`config.mk`:
```
export PLATFORM = sky130hd
export DESIGN_NAME = fetch_unit
export DESIGN_NICKNAME = d
export VERILOG_FILES = /design/src/rtl/fetch_unit.sv
export SDC_FILE = /design/constraint.sdc
export NUM_CORES = 1
export LEC_CHECK = 0
export ABC_AREA = 1
export BUFFER_PORTS_ARGS = -buffer_cell sky130_fd_sc_hd__buf_4
export CAP_MARGIN = 20
export CORE_ASPECT_RATIO = 0.6
export CORE_MARGIN = 2
export CORE_UTILIZATION = 53
export CTS_CLUSTER_DIAMETER = 60
export DETAILED_ROUTE_END_ITERATION = 12
export PLACE_DENSITY = 0.9
export SLEW_MARGIN = 20
export SYNTH_ARGS = -nofsm -noshare
export SYNTH_HDL_FRONTEND = slang
export SYNTH_SLANG_ARGS = --single-unit
```
`constraint.sdc`:
```
create_clock -name clk -period 2 [get_ports clk]
set_input_delay 0.2 -clock clk [delete_from_list [all_inputs] [get_ports clk]]
set_output_delay 0.2 -clock clk [all_outputs]
set_load 0.02 [all_outputs]
```
`src/rtl/fetch_unit.sv`:
```
// Instruction-fetch stage feeding IF/ID: owns the PC, fetches over req/ack, emits NOP when empty.
// Optional FETCH_PERF_CNT_EN adds perf_fetched / perf_stall_cycles counters.
module fetch_unit #(
  parameter logic [31:0] RESET_PC = 32'h0040_0000
) (
  input  logic        clk,
  input  logic        reset,
  input  logic        stall,
  input  logic        redirect,
  input  logic [31:0] redirect_pc,
  output logic        imem_req,
  output logic [31:0] imem_addr,
  input  logic        imem_ack,
  input  logic [31:0] imem_rdata,
  output logic [31:0] instr_out,
  output logic [31:0] pc_out,
  output logic        valid_out
`ifdef FETCH_PERF_CNT_EN
  ,
  output logic [31:0] perf_fetched,
  output logic [31:0] perf_stall_cycles
`endif
);

  typedef enum logic [1:0] {StBoot, StFetch, StWait, StDrain} state_e;

  state_e      state_q;
  logic [31:0] pc_q;
  logic [31:0] hold_addr_q;
  logic [31:0] pc_inc;
  logic [31:0] target;
  logic        out_free;
  logic        load;

  assign pc_inc = pc_q + 32'd4;
  assign target = {redirect_pc[31:2], 2'b00};

  always_comb begin
    out_free = !valid_out || !stall;
    imem_req = 1'b0;
    unique case (state_q)
      StBoot:  imem_req = 1'b0;
      StFetch: imem_req = out_free;
      StWait:  imem_req = 1'b1;
      StDrain: imem_req = 1'b1;
    endcase
    // DRAIN keeps presenting the abandoned address while pc already holds the new target.
    imem_addr = (state_q == StDrain) ? hold_addr_q : pc_q;
    load = imem_req && imem_ack && !redirect &&
           ((state_q == StFetch) || (state_q == StWait));
  end

  always_ff @(posedge clk or negedge reset) begin
    if (!reset) begin
      state_q     <= StBoot;
      pc_q        <= RESET_PC;
      hold_addr_q <= RESET_PC;
      instr_out   <= '0;
      pc_out      <= '0;
      valid_out   <= 1'b0;
    end else begin
      if (load) begin
        instr_out <= imem_rdata;
        pc_out    <= pc_inc;
        valid_out <= 1'b1;
        pc_q      <= pc_inc;
      end
      unique case (state_q)
        StBoot:  state_q <= StFetch;
        StFetch: begin
          if (imem_req && !imem_ack) begin
            valid_out   <= 1'b0;
            instr_out   <= '0;
            hold_addr_q <= pc_q;
            state_q     <= redirect ? StDrain : StWait;
          end
        end
        StWait: begin
          // An ack alongside a redirect completes the request, so nothing is left to drain.
          if (imem_ack)      state_q <= StFetch;
          else if (redirect) state_q <= StDrain;
        end
        StDrain: begin
          if (imem_ack) state_q <= StFetch;
        end
      endcase
      if (redirect) begin
        pc_q      <= target;
        valid_out <= 1'b0;
        instr_out <= '0;
      end
    end
  end

`ifdef FETCH_PERF_CNT_EN
  always_ff @(posedge clk or negedge reset) begin
    if (!reset) begin
      perf_fetched      <= '0;
      perf_stall_cycles <= '0;
    end else begin
      if (load)               perf_fetched      <= perf_fetched + 32'd1;
      if (valid_out && stall) perf_stall_cycles <= perf_stall_cycles + 32'd1;
    end
  end
`endif

endmodule

```
-- Yosys cells after proc, flatten, opt, wreduce, memory -nomap -nowiden
Index checks and enable logic that the tools add are counted.
- bits of input ports: 69
- flip-flop bits (word level): 131
- reductions and logical operators: 15
- mux-type cells: 18
- equal/unequal tests: 6
- add/sub/neg operators: 1
- operators with widths (kind ; number):
    $mux W32 ; 7
    $add A32 B3 Y32 const B ; 1
    $mux W2 ; 4
    $pmux W2 S4 ; 1
    $mux W1 ; 5
    $eq A2 B2 Y1 const B ; 2
    $logic_and A1 B1 Y1 ; 4
    $logic_not A1 Y1 ; 4
    $ne A3 B3 Y1 const B ; 1
    $pmux W1 S3 ; 1
    $reduce_and A3 Y1 ; 1
    $eq A2 B1 Y1 const B ; 1
    $logic_not A2 Y1 ; 1
    $logic_or A1 B1 Y1 ; 2
    $ne A2 B1 Y1 const B ; 1
    $ne A2 B2 Y1 const B ; 1
    $reduce_and A2 Y1 ; 1
    $reduce_bool A2 Y1 ; 1
    $reduce_or A2 Y1 ; 1

-- Longest topological paths before layout
Gate-level depths: netlist of run 1.
- word-level depth: 10
- gate-level depth with buffers: 10
- mapped depth without buffers: 10

-- Worst setup path after synthesis of run 1
Ideal clock, no wire load.
- path type: register to register
- from: reg state_q[0]
- to: reg instr_out[12]
- path buffers: 2
- path slack: 0.345 ns
- cell stages (with the launch flop): 10
- clock period less this slack: 1.655 ns
- data required time: 1.879 ns
- library setup time: 0.121 ns
- data arrival time: 1.534 ns
- cell sequence: dfrtp_1 > inv_1 > ha_1 > inv_1 > nor3_4 > nand3_4 > buf_6 > buf_2 > o21ai_1 > nor2_1
- cells in the longest elaborated chain, start to end: 10
- elaborated cells between the ends (all ways): 15
- those cells by class: 3 x eq/ne; 5 x mux; 7 x reduce/logical
- RTL lines (item ; RTL line ; RTL):
    start, declared ; 27 ; state_e state_q;
    start signal, assigned ; 55 ; state_q <= StBoot;
    start signal, assigned ; 69 ; StBoot: state_q <= StFetch;
    start signal, assigned ; 75 ; state_q <= redirect ? StDrain : StWait;
    $eq A2 B2 Y1, on equally long branches ; 41, 50 ;
    $reduce_or A2 Y1 (no source line) ; n/a ;
    $pmux W1 S3 ; 41 ; unique case (state_q)
    $logic_and A1 B1 Y1 (3 in series) ; 49 ; load = imem_req && imem_ack && !redirect &&
    $mux W32 ; 62 ; if (load) begin
    $mux W32 ; 71 ; if (imem_req && !imem_ack) begin
    $mux W32 * ; 68 ; unique case (state_q)
    $mux W32 * ; 87 ; if (redirect) begin
    end signal, assigned ; 63 ; instr_out <= imem_rdata;
    end, declared ; 15 ; output logic [31:0] instr_out,
Every way passes the cells marked *; elsewhere a longest branch is shown, timed or not.
A chain may end at the register's enable or synchronous reset.

-- Worst setup path in the final report of run 1
- from: reg state_q[1]
- to: out imem_addr[31]
- cells in the longest elaborated chain, start to end: 2
- RTL lines (item ; RTL line ; RTL):
    $eq A2 B2 Y1 ; 48 ; imem_addr = (state_q == StDrain) ? hold_addr_q : pc_q;
    $mux W32 ; 48 ;
    end, declared ; 12 ; output logic [31:0] imem_addr,
Every way passes these cells.

==> impl_metrics.py, run 1 <==
metrics = {
    "synth": {
        "ys_warn_count": 0,
        "synth_area_leader_cell": "dfrtp_1",
        "ys_async_sr_fraction_pct": 100,
        "yosysSeqAreaShare_pct": 49.1,
        "synth_flop_cell": "dfrtp_1",
        "synth-seq-cells": 125,
        "synth_area_um2": 6380,
        "synth_edf_count": 0,
        "synthCells": 881,
        "syn_avg_cell_area_um2": 7.24,
        "yosysUniqueCellTypes": 26,
        "synth_top_area_share_pct": 48.3,
        "yosys-top-cells-area": "dfrtp_1 48%, nand2_1 21%, inv_1 5.7%, o21ai_1 4.7%, nor2_1 4.6%",
    },
    "cts": {
        "cts_tree": "built",
        "clkTransAtPathRegs_ns": 0.06,
        "cts_max_path_buffers": 2,
        "cts.sinks": 125,
        "cts_inserted_buffers": 17,
        "clk-insertion-delay-late_ns": 0.42,
        "h-tree-depth": 4,
        "clockRootBuffer": "clkbuf_16",
    },
    "run": {
        "max-cap-violations": 0,
    },
    "timing": {
        "setup_ws_ns": 0.0225,
        "skew_ns": 0.00840,
        "setup_viol": 0,
        "maxSlewViolCount": 0,
        "rsz0062_at_grt": "yes",
        "fmax_ghz": 0.506,
        "hold_violations": 0,
        "min_period_ns": 1.98,
        "post-route-period-util_pct": 98.9,
    },
    "route": {
        "drcViolationCount": 0,
        "postRouteAntennaNets": 0,
        "totalWireLength_mm": 18.3,
        "drtIter0Drc": 563,
        "wl_per_cell_um": 15.1,
        "drt_pass1_iterations": 5,
        "num_vias": 6217,
        "vias_per_cell": 5.14,
    },
    "die": {
        "initial_core_util_pct": 55.3,
        "die_w_um": 146,
        "ioPinCount": 167,
        "core_area_um2": 11500,
        "die-area_um2": 13000,
        "rows": 30,
        "die_h_um": 89.0,
    },
    "outcome": {
        "status": "completed",
    },
    "setup_path": {
        "critPathRequiredTime_ns": 1.80,
        "startpoint_type": "register",
        "arrival_ns": 1.78,
        "critical_path_class": "register to primary output",
        "critPathMaxFanout": 31,
        "worst_setup_path_end_kind": "primary output",
    },
    "power": {
        "p_int_uw": 7230,
        "power.density_nw_per_um2": 1370,
        "vdd_drop_max_mv": 0.830,
        "pwr-share-seq_pct": 33.6,
        "power.switching_uw": 4360,
        "p_sw_share_pct": 37.6,
        "p_comb_share_pct": 36.6,
        "clkPwrFrac_pct": 29.8,
        "leakagePower_uw": 0.00460,
    },
    "layout": {
        "seq_area_um2": 3130,
        "antenna_cells": 0,
        "multi_input_area_um2": 2650,
        "fillCellCount": 888,
        "final_common_cell": "nand2_1",
        "fin_util_pct": 73.2,
        "final_cell_mix": "353 x nand2_1, 166 x buf_4, 123 x dfrtp_1",
        "nets": 1111,
        "syn_to_final_growth_pct": 32.2,
        "drive_gt1_share_pct": 21.1,
    },
    "placed_design": {
        "place_congestion": 0.963,
        "pre_cts_ws_ns": 0.108,
        "port-buffer-count": 160,
        "dp.final_hpwl_mm": 13.3,
    },
    "grt": {
        "antenna_found_initial": 0,
        "gr-total-overflow": 0,
        "grt_pass1_vias": 5939,
        "grt.total_usage_pct": 29.6,
        "grt_start_max_net_pins": 100,
        "grt_pass1_wl_mm": 29.7,
    },
    "worst_hold_path": {
        "hold_path.class": "input port to register",
    },
}
==> path summary, 6_finish.rpt <==
check | endpoint | slack (ns) | cells past startpoint | from
max | imem_addr[31] | 0.02 | 5 | state_q[1]$_DFFE_PN0P_
min | pc_q[7]$_DFFE_PN0P_ | 0.01 | 3 | redirect_pc[7]
max reg2reg | pc_q[7]$_DFFE_PN0P_ | 0.06 | 9 | state_q[1]$_DFFE_PN0P_
min reg2reg | hold_addr_q[22]$_DFFE_PN1P_ | 0.48 | 2 | hold_addr_q[22]$_DFFE_PN1P_
max in group asynchronous | pc_q[22]$_DFFE_PN1P_ | 1.18 | 3 | reset
min in group asynchronous | hold_addr_q[2]$_DFFE_PN0P_ | 0.18 | 2 | reset
==> power groups by stage <==
stage | logic (uW) | registers, uW | clock network [uW]
2_1_floorplan | 2140 | 4210 | 0
3_3_place_gp | 4060 | 3870 | 0
3_5_place_dp | 4210 | 3890 | 0
4_1_cts | 4240 | 3870 | 3470
5_1_grt | 4660 | 3980 | 3610
6_report | 4240 | 3890 | 3460
==> cells by family (layout without fill, tap and decap cells) <==
group	count (synthesis)	in the layout	share of synthesized area [%]
adders and majority gates	5	5	0.981
buffers and inverters	142	307	9.55
DFF	125	125	49.1
xor gates and xnor gates	6	6	0.824
and+or+nand+nor	498	498	31.3
AOI/OAI and AO/OA	104	104	8.20
other	1	4	0.0588
==> Yosys cell counts, types with 2 or more instances <==
| cell | count |
|---|---|
| nand2_1 | 353 |
| dfrtp_1 | 123 |
| inv_1 | 96 |
| nor2_1 | 78 |
| o21ai_1 | 60 |
| nand3_1 | 56 |
| o21ai_0 | 42 |
| buf_2 | 19 |
| clkbuf_1 | 10 |
| xor2_1 | 6 |
| buf_4 | 5 |
| ha_1 | 5 |
| buf_6 | 4 |
| inv_2 | 4 |
| nor2_2 | 4 |
| clkbuf_2 | 3 |
| dfstp_2 | 2 |
| nand3_2 | 2 |
| nand4_1 | 2 |
==> sequential cells by signal (all words and copies together) (netlist names) <==
name	flops
hold_addr_q	30
instr_out	32
pc_out	30
pc_q	30
state_q	2
valid_out	1
==> timing repair <==
item,4_1_cts,5_1_grt
endpoints found under the setup margin,1,22
gates resized for setup,1,3
hold buffers,2,0
pin swaps,0,0
setup buffers,0,0
hold endpoints to repair,124,0
==> layer usage <==
metal / up-vias / share of wire [%] / GRT usage (%)
li1: 3019 / - / -
met1: 2850 / 44 / 40.3
met2: 323 / 43 / 44.7
met3: 25 / 12 / 11.8
met4: 0 / 0.79 / 8.20
met5: - / 0 / 0
==> layout make-up <==
cell class              instances  share of cell area (%)
clock buffers                  19                    5.37
clock inverters                12                    2.46
inverters                     100                    4.45
multi-input cells             617                    31.4
flip-flops and latches        125                    37.1
well taps                     160                    2.37
repair buffers                176                    16.8
==> per-stage QoR <==
| step | total power [uW] | hold WS [ns] | instances | cell area [um^2] | setup TNS (ns) |
|---|---|---|---|---|---|
| floorplan | 6350 | -0.0956 | 884 | 6390 | 0 |
| global route | 12200 | 0.0161 | 1209 | 8430 | -0.139 |
| finish | 11600 | 0.0149 | 1209 | 8430 | 0 |
| CTS | 11600 | 0.00791 | 1209 | 8420 | 0 |
| detailed placement | 8100 | 0.0394 | 1176 | 7740 | 0 |
| global placement | 7930 | 0.0381 | 1176 | 7740 | 0 |
==> worst max-delay path, stage by stage (launching register included) <==
cell and delay [ns]:
dfrtp_1 0.41, ha_2 0.30, buf_8 0.23, nand2_1 0.07, o21ai_0 0.14, buf_4 0.21
No activity file was read; power rests on OpenSTA's default activity.
==> inputs of run 2 (changes only) <==
--- a/config.mk
+++ b/config.mk
@@ -9,7 +9,7 @@
 export BUFFER_PORTS_ARGS = -buffer_cell sky130_fd_sc_hd__buf_4
 export CAP_MARGIN = 20
 export CORE_ASPECT_RATIO = 0.6
-export CORE_MARGIN = 2
+export CORE_MARGIN = 8
 export CORE_UTILIZATION = 53
 export CTS_CLUSTER_DIAMETER = 60
 export DETAILED_ROUTE_END_ITERATION = 12
@@ -18,3 +18,4 @@
 export SYNTH_ARGS = -nofsm -noshare
 export SYNTH_HDL_FRONTEND = slang
 export SYNTH_SLANG_ARGS = --single-unit
+export TNS_END_PERCENT = 50
==> impl_metrics.py, run 2 (same netlist as run 1, synthesis figures left out) <==
metrics = {
    "route": {
        "postRouteAntennaNets": 0,
        "drcViolationCount": 0,
        "num_vias": 6164,
        "vias_per_cell": 5.07,
        "wl_met1_mm": 7.84,
        "wl_per_cell_um": 15.7,
        "highest_layer": "met4",
        "totalWireLength_mm": 19.1,
        "met3_length_mm": 2.78,
        "drt_pass1_iterations": 5,
        "met2WireLength_mm": 8.36,
        "drtIter0Drc": 586,
    },
    "setup_path": {
        "r2r_cells": 9,
        "critPathRequiredTime_ns": 1.80,
        "r2r_start": "state_q[0]$_DFFE_PN0P_",
        "startpoint_type": "register",
        "arrival_ns": 1.76,
        "worst_setup_path_end_kind": "primary output",
        "critical_path_class": "register to primary output",
        "rrSetupSlack_ns": 0.08,
        "worst_r2r_endpoint": "pc_q[7]$_DFFE_PN0P_",
        "critPathMaxFanout": 28,
    },
    "grt": {
        "grt_start_max_net_pins": 126,
        "grt_pass1_wl_mm": 30.6,
        "antenna_found_initial": 0,
        "gr-total-overflow": 0,
        "grt_pass1_vias": 5900,
        "grt.total_usage_pct": 24.8,
    },
    "placed_design": {
        "place_congestion": 0.988,
        "port-buffer-count": 160,
        "dp.final_hpwl_mm": 14.0,
        "pre_cts_ws_ns": 0.0707,
        "placed_area_um2": 7730,
    },
    "layout": {
        "fin_util_pct": 70.2,
        "drive_gt1_share_pct": 21.0,
        "syn_to_final_growth_pct": 31.1,
        "largest_register_ffs": 32,
        "final_cell_mix": "353 x nand2_1, 169 x buf_4, 123 x dfrtp_1",
        "top_register": "instr_out",
        "final_common_cell": "nand2_1",
        "fillCellCount": 944,
        "final_area_um2": 8360,
        "nets": 1113,
        "antenna_cells": 0,
    },
    "die": {
        "rows": 31,
        "die-area_um2": 15900,
        "core_area_um2": 11900,
        "die_w_um": 158,
        "die_h_um": 101,
        "initial_core_util_pct": 53.6,
        "ioPinCount": 167,
    },
    "cts": {
        "cts_inserted_buffers": 17,
        "clk-insertion-delay-late_ns": 0.42,
        "clkTransAtPathRegs_ns": 0.06,
        "cts.sinks": 125,
        "cts_max_path_buffers": 2,
        "h-tree-depth": 4,
        "clockRootBuffer": "clkbuf_16",
        "cts_tree": "built",
    },
    "timing": {
        "slew_headroom_pct": 54.0,
        "setup_ws_ns": 0.0380,
        "maxSlewViolCount": 0,
        "setup_viol": 0,
        "hold_violations": 0,
        "skew_ns": 0.0107,
        "worst_slew_pin_slew_ns": 0.689,
        "rsz0062_at_grt": "yes",
        "post-route-period-util_pct": 98.1,
        "fmax_ghz": 0.510,
        "tns_ns": 0,
        "min_period_ns": 1.96,
        "whs_ns": 0.0136,
    },
    "worst_hold_path": {
        "hold_path.class": "input port to register",
        "min_delay_worst_endpoint": "pc_q[3]$_DFFE_PN0P_",
        "worstHoldStart": "redirect_pc[3]",
        "hold_depth": 3,
    },
    "run": {
        "max-cap-violations": 0,
    },
    "power": {
        "clkPwrFrac_pct": 27.5,
        "power.switching_uw": 4330,
        "leakagePower_uw": 0.00455,
        "p_int_uw": 6900,
        "p_comb_share_pct": 38.0,
        "power.density_nw_per_um2": 1340,
        "vdd_drop_max_mv": 0.802,
        "pwr-share-seq_pct": 34.5,
        "p_sw_share_pct": 38.6,
    },
    "outcome": {
        "status": "completed",
    },
}
run 2: changes by cell type in the layout (fill, tap and decap cells not counted), sizes merged:
cell / change
buf: +2
bufinv: -2
clkbuf: +2
clkinvlp: +2
inv: -2
run 2: power by group through the flow:
stage / Sequential (uW) / Clock, uW / Combinational [uW]
floorplan: 4210 / 0 / 2140
CTS: 3860 / 3110 / 4290
finish: 3870 / 3090 / 4270
detailed placement: 3870 / 0 / 4250
global placement: 3850 / 0 / 4130
global route: 3970 / 3220 / 4700
run 2: repair_timing:
action,CTS,global route
setup endpoints to repair,1,61
hold buffers,2,0
endpoints found under the hold margin,124,0
setup buffers,0,0
gates resized for setup,2,5
run 2: layer usage:
metal	track usage, %	up-vias
met5	0	-
met4	5.46	0
met3	11.6	18
met2	37.3	311
met1	32.1	2820
li1	-	3015
run 2: worst max path at each step:
stage                                 from  cells past startpoint                       to
floorplan           state_q[0]$_DFFE_PN0P_                      9  instr_out[12]$_DFF_PN0_
global placement    state_q[0]$_DFFE_PN0P_                      9      pc_q[7]$_DFFE_PN0P_
detailed placement  state_q[0]$_DFFE_PN0P_                      9      pc_q[7]$_DFFE_PN0P_
CTS                 state_q[0]$_DFFE_PN0P_                      9      pc_q[7]$_DFFE_PN0P_
global route        state_q[1]$_DFFE_PN0P_                      6            imem_addr[31]
finish              state_q[0]$_DFFE_PN0P_                      5            imem_addr[31]
run 2: stage by stage:
stage                     power [uW]  cells
final                          11200   1216
after global routing           11900   1216
after CTS                      11300   1216
after detailed placement        8120   1183
after global placement          7980   1183
after floorplan                 6350    884
run 2: layout make-up:
cell class,instances,area (um^2),share of cell area [%]
Clock inverter,10,141,1.69
Multi-Input combinational cell,617,2660,31.8
Sequential cell,125,3130,37.4
Clock buffer,21,440,5.27
Tap cell,165,206,2.47
Inverter,100,378,4.52
Timing Repair Buffer,178,1400,16.8
run 2: critical path: stages (launching register included):
cell and delay, ns:
dfrtp_1 0.41, ha_2 0.23, buf_6 0.18, o21ai_0 0.22, buf_4 0.17, buf_4 0.14
==> inputs of run 3 (changes only) <==
==> constraint.sdc (replaced) <==
create_clock -name clk -period 2 [get_ports clk]
set_input_delay 0.3 -clock clk [delete_from_list [all_inputs] [get_ports clk]]
set_output_delay 0.3 -clock clk [all_outputs]
set_load 0.02 [all_outputs]
==> impl_metrics.py, run 3 (same netlist as run 1, synthesis figures left out) <==
metrics = {
    "cts": {
        "clockRootBuffer": "clkbuf_16",
        "cts_inserted_buffers": 17,
        "cts.sinks": 125,
        "cts_max_path_buffers": 2,
        "cts_tree": "built",
        "h-tree-depth": 4,
        "clk-insertion-delay-late_ns": 0.42,
        "clkTransAtPathRegs_ns": 0.06,
    },
    "power": {
        "leakagePower_uw": 0.00461,
        "vdd_drop_max_mv": 0.690,
        "power.density_nw_per_um2": 1360,
        "totalPowerFinal_uw": 11600,
    },
    "timing": {
        "maxSlewViolCount": 0,
        "post-route-period-util_pct": 101,
        "hold_violations": 0,
        "setup_viol": 1,
        "min_period_ns": 2.01,
        "whs_ns": 0.108,
        "setup_ws_ns": -0.0104,
        "rsz0062_at_grt": "yes",
        "tns_ns": -0.0104,
        "fmax_ghz": 0.497,
        "skew_ns": 0.00880,
    },
    "setup_path": {
        "startpoint_type": "register",
        "worst_setup_path_end_kind": "primary output",
        "crit_family": "flip-flops",
        "crit_slowest_cell": "dfrtp_1",
        "critPathRequiredTime_ns": 1.70,
        "crit_top_cell": "buf_4",
        "arrival_ns": 1.71,
        "cp_cell_sequence": "buf_4 -> ha_1 -> nand2_1 -> nand3_2 -> nand2_2 -> inv_2 -> buf_4",
        "slowest_delay_ns": 0.42,
        "critical_path_class": "register to primary output",
        "critPathMaxFanout": 3,
        "crit_buf_inv": 3,
    },
    "placed_design": {
        "dp.final_hpwl_mm": 14.2,
        "placed_area_um2": 7760,
        "place_congestion": 0.984,
        "port-buffer-count": 160,
    },
    "grt": {
        "met3_usage_pct": 11.3,
        "grt_pass1_wl_mm": 31.0,
        "antenna_found_initial": 0,
        "grt_start_max_net_pins": 59,
        "grt_pass1_vias": 6075,
        "grt.total_usage_pct": 25.2,
        "top_usage_layer": "met2",
        "grt_use_met2_pct": 37.2,
        "gr-total-overflow": 0,
        "use_met1_pct": 32.7,
    },
    "layout": {
        "final_area_um2": 8480,
        "antenna_cells": 0,
        "multi_input_area_um2": 2670,
        "drive_gt1_share_pct": 21.9,
        "seq_area_um2": 3130,
        "nets": 1116,
        "top_register": "instr_out",
        "fillCellCount": 920,
        "largest_register_ffs": 32,
        "fin_util_pct": 71.2,
        "final_common_cell": "nand2_1",
        "syn_to_final_growth_pct": 32.9,
        "final_cell_mix": "352 x nand2_1, 172 x buf_4, 123 x dfrtp_1",
    },
    "die": {
        "rows": 31,
        "core_area_um2": 11900,
        "die_w_um": 158,
        "die-area_um2": 15900,
        "die_h_um": 101,
        "initial_core_util_pct": 53.6,
        "ioPinCount": 167,
    },
    "route": {
        "vias_per_cell": 5.11,
        "drtIter0Drc": 509,
        "drt_pass1_iterations": 8,
        "drcViolationCount": 0,
        "totalWireLength_mm": 19.5,
        "num_vias": 6240,
        "wl_per_cell_um": 16.0,
        "postRouteAntennaNets": 0,
    },
    "outcome": {
        "failed_checks": "negative setup slack",
        "status": "complete, but fails checks",
    },
    "run": {
        "max-cap-violations": 0,
    },
    "worst_hold_path": {
        "hold_path.class": "input port to register",
    },
}
run 3: area by class of cell:
type / instances / area share, %
clock buffer: 18 / 5.18
multi-input combinational: 617 / 31.5
tap: 165 / 2.44
clock inverter: 14 / 2.14
timing repair buffer: 181 / 17.3
inverter: 100 / 4.49
sequential: 125 / 36.9
run 3: path summary, 6_finish.rpt:
| kind | start | endpoint | slack (ns) | cells past startpoint |
|---|---|---|---|---|
| setup / recovery | state_q[0]$_DFFE_PN0P_ | imem_req | -0.01 | 7 |
| hold / removal | redirect_pc[3] | pc_q[3]$_DFFE_PN0P_ | 0.11 | 3 |
| setup reg to reg | state_q[1]$_DFFE_PN0P_ | pc_q[12]$_DFFE_PN0P_ | 0.08 | 9 |
| hold reg to reg | hold_addr_q[22]$_DFFE_PN1P_ | hold_addr_q[22]$_DFFE_PN1P_ | 0.47 | 2 |
| max in group asynchronous | reset | hold_addr_q[22]$_DFFE_PN1P_ | 1.02 | 3 |
| min in group asynchronous | reset | hold_addr_q[8]$_DFFE_PN0P_ | 0.32 | 2 |
run 3: per-layer routing:
| metal | part of all wire, % | vias up |
|---|---|---|
| li1 | - | 3031 |
| met1 | 42 | 2860 |
| met2 | 43 | 330 |
| met3 | 15 | 19 |
| met4 | 0.80 | 0 |
| met5 | 0 | - |
run 3: power breakdown:
part           internal [uW]  switching, uW
Combinational           1740           2680
Clock                   2020           1230
Sequential              3300            581
run 3: what timing repair did:
item	4_1_cts	5_1_grt
hold buffers	1	0
resized for setup	13	22
gates cloned	1	0
endpoints found under the hold margin	21	0
buffers inserted	2	1
setup endpoints to repair	4	62
pin swaps	1	0
run 3: stage by stage:
stage | worst slack, ns | instances
floorplan | 0.308 | 884
global placement | 0.171 | 1183
detailed placement | 0.108 | 1183
CTS | -0.0111 | 1219
global route | -0.0624 | 1220
finish | -0.0104 | 1220
run 3: worst reg2reg max path, stage by stage, from the launching register on:
cell     delay [ns]
dfrtp_1        0.42
inv_1          0.09
ha_1           0.30
inv_1          0.08
nor3_4         0.19
nand3_4        0.17
inv_6          0.14
buf_4          0.18
nand3_1        0.14
nand3_1        0.14
